[src/rtl/serial_frame_tx.sv]
// Serial line transmitter: start bit, DATA_W data bits LSB first, optional even parity, stop bit.
// Accepts one word per valid/ready handshake while idle; the line idles high.
module serial_frame_tx #(
  parameter int unsigned CLKS_PER_BIT = 4,
  parameter int unsigned DATA_W       = 8,
  parameter int unsigned PARITY_EN    = 1
) (
  input  logic              clk,
  input  logic              rst_n,
  input  logic [DATA_W-1:0] data_in,
  input  logic              valid,
  output logic              ready,
  output logic              out,
  output logic              busy,
  output logic              tx_done
);

  // Guard the widths so a single-cycle bit period or a 1-bit payload still gets a 1-bit counter.
  localparam int unsigned CntW = (CLKS_PER_BIT > 1) ? $clog2(CLKS_PER_BIT) : 1;
  localparam int unsigned BitW = (DATA_W > 1) ? $clog2(DATA_W) : 1;
  localparam logic [CntW-1:0] CntMax = CntW'(CLKS_PER_BIT - 1);
  localparam logic [BitW-1:0] BitMax = BitW'(DATA_W - 1);

  typedef enum logic [2:0] {
    StIdle,
    StStart,
    StData,
    StParity,
    StStop
  } state_e;

  state_e            state_q, state_d;
  logic [CntW-1:0]   cnt_q, cnt_d;
  logic [BitW-1:0]   bit_q, bit_d;
  logic [DATA_W-1:0] shreg_q, shreg_d;
  logic              par_q, par_d;
  logic              bit_end;

  assign bit_end = (cnt_q == CntMax);

  always_ff @(posedge clk) begin
    if (!rst_n) begin
      state_q <= StIdle;
      cnt_q   <= '0;
      bit_q   <= '0;
      shreg_q <= '0;
      par_q   <= 1'b0;
    end else begin
      state_q <= state_d;
      cnt_q   <= cnt_d;
      bit_q   <= bit_d;
      shreg_q <= shreg_d;
      par_q   <= par_d;
    end
  end

  always_comb begin
    state_d = state_q;
    cnt_d   = cnt_q;
    bit_d   = bit_q;
    shreg_d = shreg_q;
    par_d   = par_q;
    unique case (state_q)
      StIdle: begin
        cnt_d = '0;
        bit_d = '0;
        if (valid) begin
          state_d = StStart;
          shreg_d = data_in;
          par_d   = ^data_in;
        end
      end
      StStart: begin
        if (bit_end) begin
          cnt_d   = '0;
          state_d = StData;
        end else begin
          cnt_d = cnt_q + CntW'(1);
        end
      end
      StData: begin
        if (bit_end) begin
          cnt_d   = '0;
          shreg_d = shreg_q >> 1;
          if (bit_q == BitMax) begin
            bit_d   = '0;
            state_d = (PARITY_EN != 0) ? StParity : StStop;
          end else begin
            bit_d = bit_q + BitW'(1);
          end
        end else begin
          cnt_d = cnt_q + CntW'(1);
        end
      end
      StParity: begin
        if (bit_end) begin
          cnt_d   = '0;
          state_d = StStop;
        end else begin
          cnt_d = cnt_q + CntW'(1);
        end
      end
      StStop: begin
        if (bit_end) begin
          cnt_d   = '0;
          state_d = StIdle;
        end else begin
          cnt_d = cnt_q + CntW'(1);
        end
      end
      default: begin
        state_d = StIdle;
        cnt_d   = '0;
        bit_d   = '0;
      end
    endcase
  end

  always_comb begin
    out     = 1'b1;
    busy    = 1'b1;
    tx_done = 1'b0;
    unique case (state_q)
      StIdle:   busy = 1'b0;
      StStart:  out  = 1'b0;
      StData:   out  = shreg_q[0];
      StParity: out  = par_q;
      StStop:   tx_done = bit_end;
      default:  busy = 1'b0;
    endcase
    ready = !busy;
  end

endmodule

[config.mk]
export PLATFORM = sky130hd
export DESIGN_NAME = serial_frame_tx
export DESIGN_NICKNAME = d
export VERILOG_FILES = /design/src/rtl/serial_frame_tx.sv
export SDC_FILE = /design/constraint.sdc
export NUM_CORES = 1
export LEC_CHECK = 0
export ABC_AREA = 1
export CAP_MARGIN = 20
export CORE_UTILIZATION = 55
export CTS_BUF_LIST = sky130_fd_sc_hd__clkbuf_8 sky130_fd_sc_hd__clkbuf_16
export CTS_CLUSTER_DIAMETER = 80
export DETAILED_ROUTE_END_ITERATION = 10
export MAX_ROUTING_LAYER = met4
export PLACE_DENSITY = 0.77
export SLEW_MARGIN = 30
export SYNTH_ARGS = -nofsm -noshare
export SYNTH_HDL_FRONTEND = slang
export SYNTH_SLANG_ARGS = --single-unit
[constraint.sdc]
create_clock -name clk -period 2.6 [get_ports clk]
set_clock_uncertainty 0.1 [all_clocks]
set_input_delay 0.39 -clock clk [delete_from_list [all_inputs] [get_ports clk]]
set_output_delay 0.39 -clock clk [all_outputs]
set_load 0.01 [all_outputs]
==> Flow_metrics.wiki <==
{| class="wikitable"
! Metric !! Value
|-
| Run status || finished, final reports clean
|-
| Worst Hold Depth || 1
|-
| Critical path class || register to primary output
|-
| Master of the slowest instance on the critical path || clkdlybuf4s50_1
|-
| Root Buffer Master || clkbuf_8
|-
| Worst hold path type || register to register
|-
| Fraction of the cycle the final worst path needs || 93.3%
|-
| Global-route usage over all layers || 28.6%
|-
| Worst setup margin || 0.174 ns
|-
| Detailed Place HPWL || 1810 µm
|-
| Clock network power share || 17.6%
|-
| Power per standard cell area || 875 nW/µm²
|-
| Longest Clk Path Bufs || 2
|-
| Net count after synthesis || 187
|-
| Setup-failing EPs final || 0
|-
| Setup repair after global routing missed its margin || no
|-
| Routed wl met3 || 146 µm
|-
| M1 WL || 1020 µm
|-
| Initial antenna violation count || 0
|-
| Net count of the finished layout || 204
|-
| Portion of netlist area occupied by mux cells || 0%
|-
| Diode count || 0
|-
| Number of synthesized register bits || 17
|-
| Depth of the most critical reg-to-reg path || 6
|-
| Simple-Gate Fraction of Synth Area || 38.9%
|-
| Slew at the pin closest to its max-slew limit || 0.434 ns
|-
| Remaining max-slew budget at the tightest pin || 71.0%
|-
| Post-layout minimum cycle time || 2.43 ns
|-
| Wire length of the first global-routing pass || 4000 µm
|-
| Antenna viol nets, final || 0
|-
| Most area-hungry cell type in the Yosys netlist || dfxtp_1
|-
| Post-cts repair resize count || 0
|-
| Iteration count of the initial detailed-routing pass || 5
|-
| Remaining global-route overflow || 0
|-
| Overall die width || 45.3 µm
|-
| Proportion of total power due to net switching || 41.2%
|-
| Remaining DRCs || 0
|-
| Post-synth design cell area || 1030 µm²
|-
| Arrival time of the worst setup path || 1.94 ns
|-
| Overall die area || 2050 µm²
|-
| Critical path capture point type || primary output
|-
| Uppermost layer routed || met4
|-
| Synthesized-area fraction occupied by adder cells || 4.86%
|-
| Sequential fraction of the synthesis area || 33.0%
|-
| Area used by multi-input combinational logic || 579 µm²
|-
| Max-capacitance violation count || 0
|-
| Max frequency || 412 MHz
|-
| Synthesis warning total || 0
|-
| Reported net switching power || 446 µW
|-
| Combined flip-flop and latch cell area || 340 µm²
|-
| Area growth from synthesis to layout || 20.2%
|-
| Clock latency on the worst-skew pair || 0.25 ns
|-
| Yosys cell types || 18
|-
| Cell occurring most often along the worst timing path || nand2_1
|-
| Placer Congestion || 0.948
|-
| Overall via count from detail_route || 1070
|-
| Worst slack at placement || 0.487 ns
|-
| TritonCTS clock tree || built
|-
| Part of the total power dissipated in sequential elements || 36.2%
|-
| Synthesized-area fraction occupied by ao, oa, aoi and oai cells || 10.8%
|-
| Share of power burned in combinational logic || 46.2%
|-
| Most frequent standard cell in the layout excluding fill and tap cells || nand2_1
|-
| WL per Instance || 11.3 µm
|-
| Area contributors post-synth || dfxtp_1, nand2_1, nor2_1
|-
| Initial cell density of the core || 59.0%
|-
| Die extent in y || 45.3 µm
|-
| CTS Hold Bufs || 0
|-
| Clock transition at path regs || 0.06 ns
|-
| Total core area || 1750 µm²
|-
| CTS Sinks || 17
|-
| Largest net degree at the start of global routing || 16
|-
| CTS H-Tree Depth || 1
|-
| Required time of the worst setup path || 2.11 ns
|-
| Area share of the largest cell type after synthesis || 33.0%
|-
| Cts bufs inserted || 3
|-
| Combinational family with the most area after synthesis || simple AND/OR/NAND/NOR gates
|-
| Instance count on the critical path || 7
|-
| WP buf/inv || 2
|-
| Delay contributed by the slowest stage of the critical path || 0.52 ns
|-
| Violation count after the first detailed-routing iteration || 50
|-
| Worst setup SP type || register
|-
| Top-Level Pins || 15
|-
| Setup total negative slack || 0 ns
|-
| Vias in the first global route || 983
|-
| Total detailed-routing wirelength || 2410 µm
|-
| Mapped Cells || 172
|-
| Fraction of layout cells with a size suffix above 1 || 4.79%
|-
| Count of input and output buffers || 14
|-
| Peak supply drop || 0.000563 V
|-
| Maximum fanout encountered on the critical timing path || 7
|-
| Internal power || 636 µW
|-
| Leading cell types in the layout, fill and taps excluded || nand2_1, nor2_1, inv_1, dfxtp_1, clkdlybuf4s50_1
|-
| Rows || 15
|-
| Post-Synth XOR/XNOR Area || 1.70%
|-
| Met2 Routed Length || 1190 µm
|-
| Vias per inst || 5.02
|-
| Number of pins with negative max-slew slack in the final report || 0
|-
| Sequence of cells on the critical path || nor2_1, nand2_1, nand2_1, nor2_2, nand2_1, inv_1, clkdlybuf4s50_1
|-
| Number of fill cells || 165
|-
| Setup Fix Bufs, Post-CTS || 0
|-
| Per-instance average area after synthesis || 5.99 µm²
|-
| Hold violation total from the final report || 0
|-
| Standby leakage power || 0.642 nW
|-
| Cell family contributing the most delay on the critical path || simple AND/OR/NAND/NOR gates
|}
sequential cells by signal, indices dropped and copies added, names as in the netlist:
signal and flops:
cnt_q 2, par_q 1, state_q 3, bit_q 3
shreg_q 8
cells by family after synthesis:
logic type / count (synthesis)
simple gates: 99
buf+inv: 29
compound gates: 21
flops: 17
fa+ha+maj: 4
xor+xnor: 2
per-stage QoR:
stage               hold slack (ns)  instance area [µm²]  instances  util, %  power [mW]
floorplan                     0.321                 1030        172        -       0.728
global placement              0.333                 1190        209     68.3       0.865
detailed placement            0.341                 1190        209     68.3       0.887
CTS                           0.354                 1240        213     70.9        1.08
global route                  0.372                 1240        213     70.9        1.17
finish                        0.352                 1240        213     70.9        1.08
worst register-to-register path: cells and delay by family, from the launching register on:
| kind | cells | cell delay (ns) |
|---|---|---|
| buf+inv | 1 | 0.15 |
| flops | 1 | 0.38 |
| simple gates | 4 | 0.69 |
| compound gates | 1 | 0.20 |
path summary, 6_finish.rpt:
| path | start | end | slack [ns] |
|---|---|---|---|
| worst max-delay path | state_q[1] | ready | 0.17 |
| worst min-delay path | cnt_q[0] | cnt_q[0] | 0.35 |
| worst max register to register | state_q[1] | shreg_q[4] | 0.96 |
| worst min register to register | cnt_q[0] | cnt_q[0] | 0.35 |
power by group through the flow:
| stage | clock (mW) | sequential [mW] | combinational [mW] |
|---|---|---|---|
| 3_3_place_gp | 0 | 0.390 | 0.475 |
| 5_1_grt | 0.205 | 0.400 | 0.567 |
| 6_report | 0.190 | 0.392 | 0.500 |
| 2_1_floorplan | 0 | 0.383 | 0.345 |
| 4_1_cts | 0.193 | 0.389 | 0.499 |
| 3_5_place_dp | 0 | 0.395 | 0.493 |
final cells by class:
type,count,share of cell area [%]
clock buffers,3,3.34
clock inverters,1,0.303
repair buffers,14,11.3
flip-flops and latches,17,27.5
well taps,25,2.53
multi-input cells,126,46.8
inverters,27,8.19
Yosys cell counts:
| cell type | count |
|---|---|
| nor3_1 | 1 |
| clkbuf_1 | 1 |
| nor2_1 | 28 |
| dfxtp_1 | 17 |
| ha_1 | 4 |
| inv_2 | 2 |
| a21oi_1 | 6 |
| o211ai_1 | 1 |
| inv_1 | 25 |
| o21ai_2 | 1 |
| nand2_2 | 1 |
| nor2_2 | 2 |
| nand3_1 | 10 |
| nand2_1 | 54 |
| nand4_1 | 3 |
| buf_2 | 1 |
| o21ai_0 | 13 |
| xnor2_1 | 2 |
per-layer routing:
layer | track usage (%) | up-vias
li1 | - | 564
met1 | 33.7 | 462
met2 | 45.8 | 38
met3 | 5.20 | 6
met4 | 15.8 | 0
met5 | - | -
No activity file was read; power rests on OpenSTA's default activity.
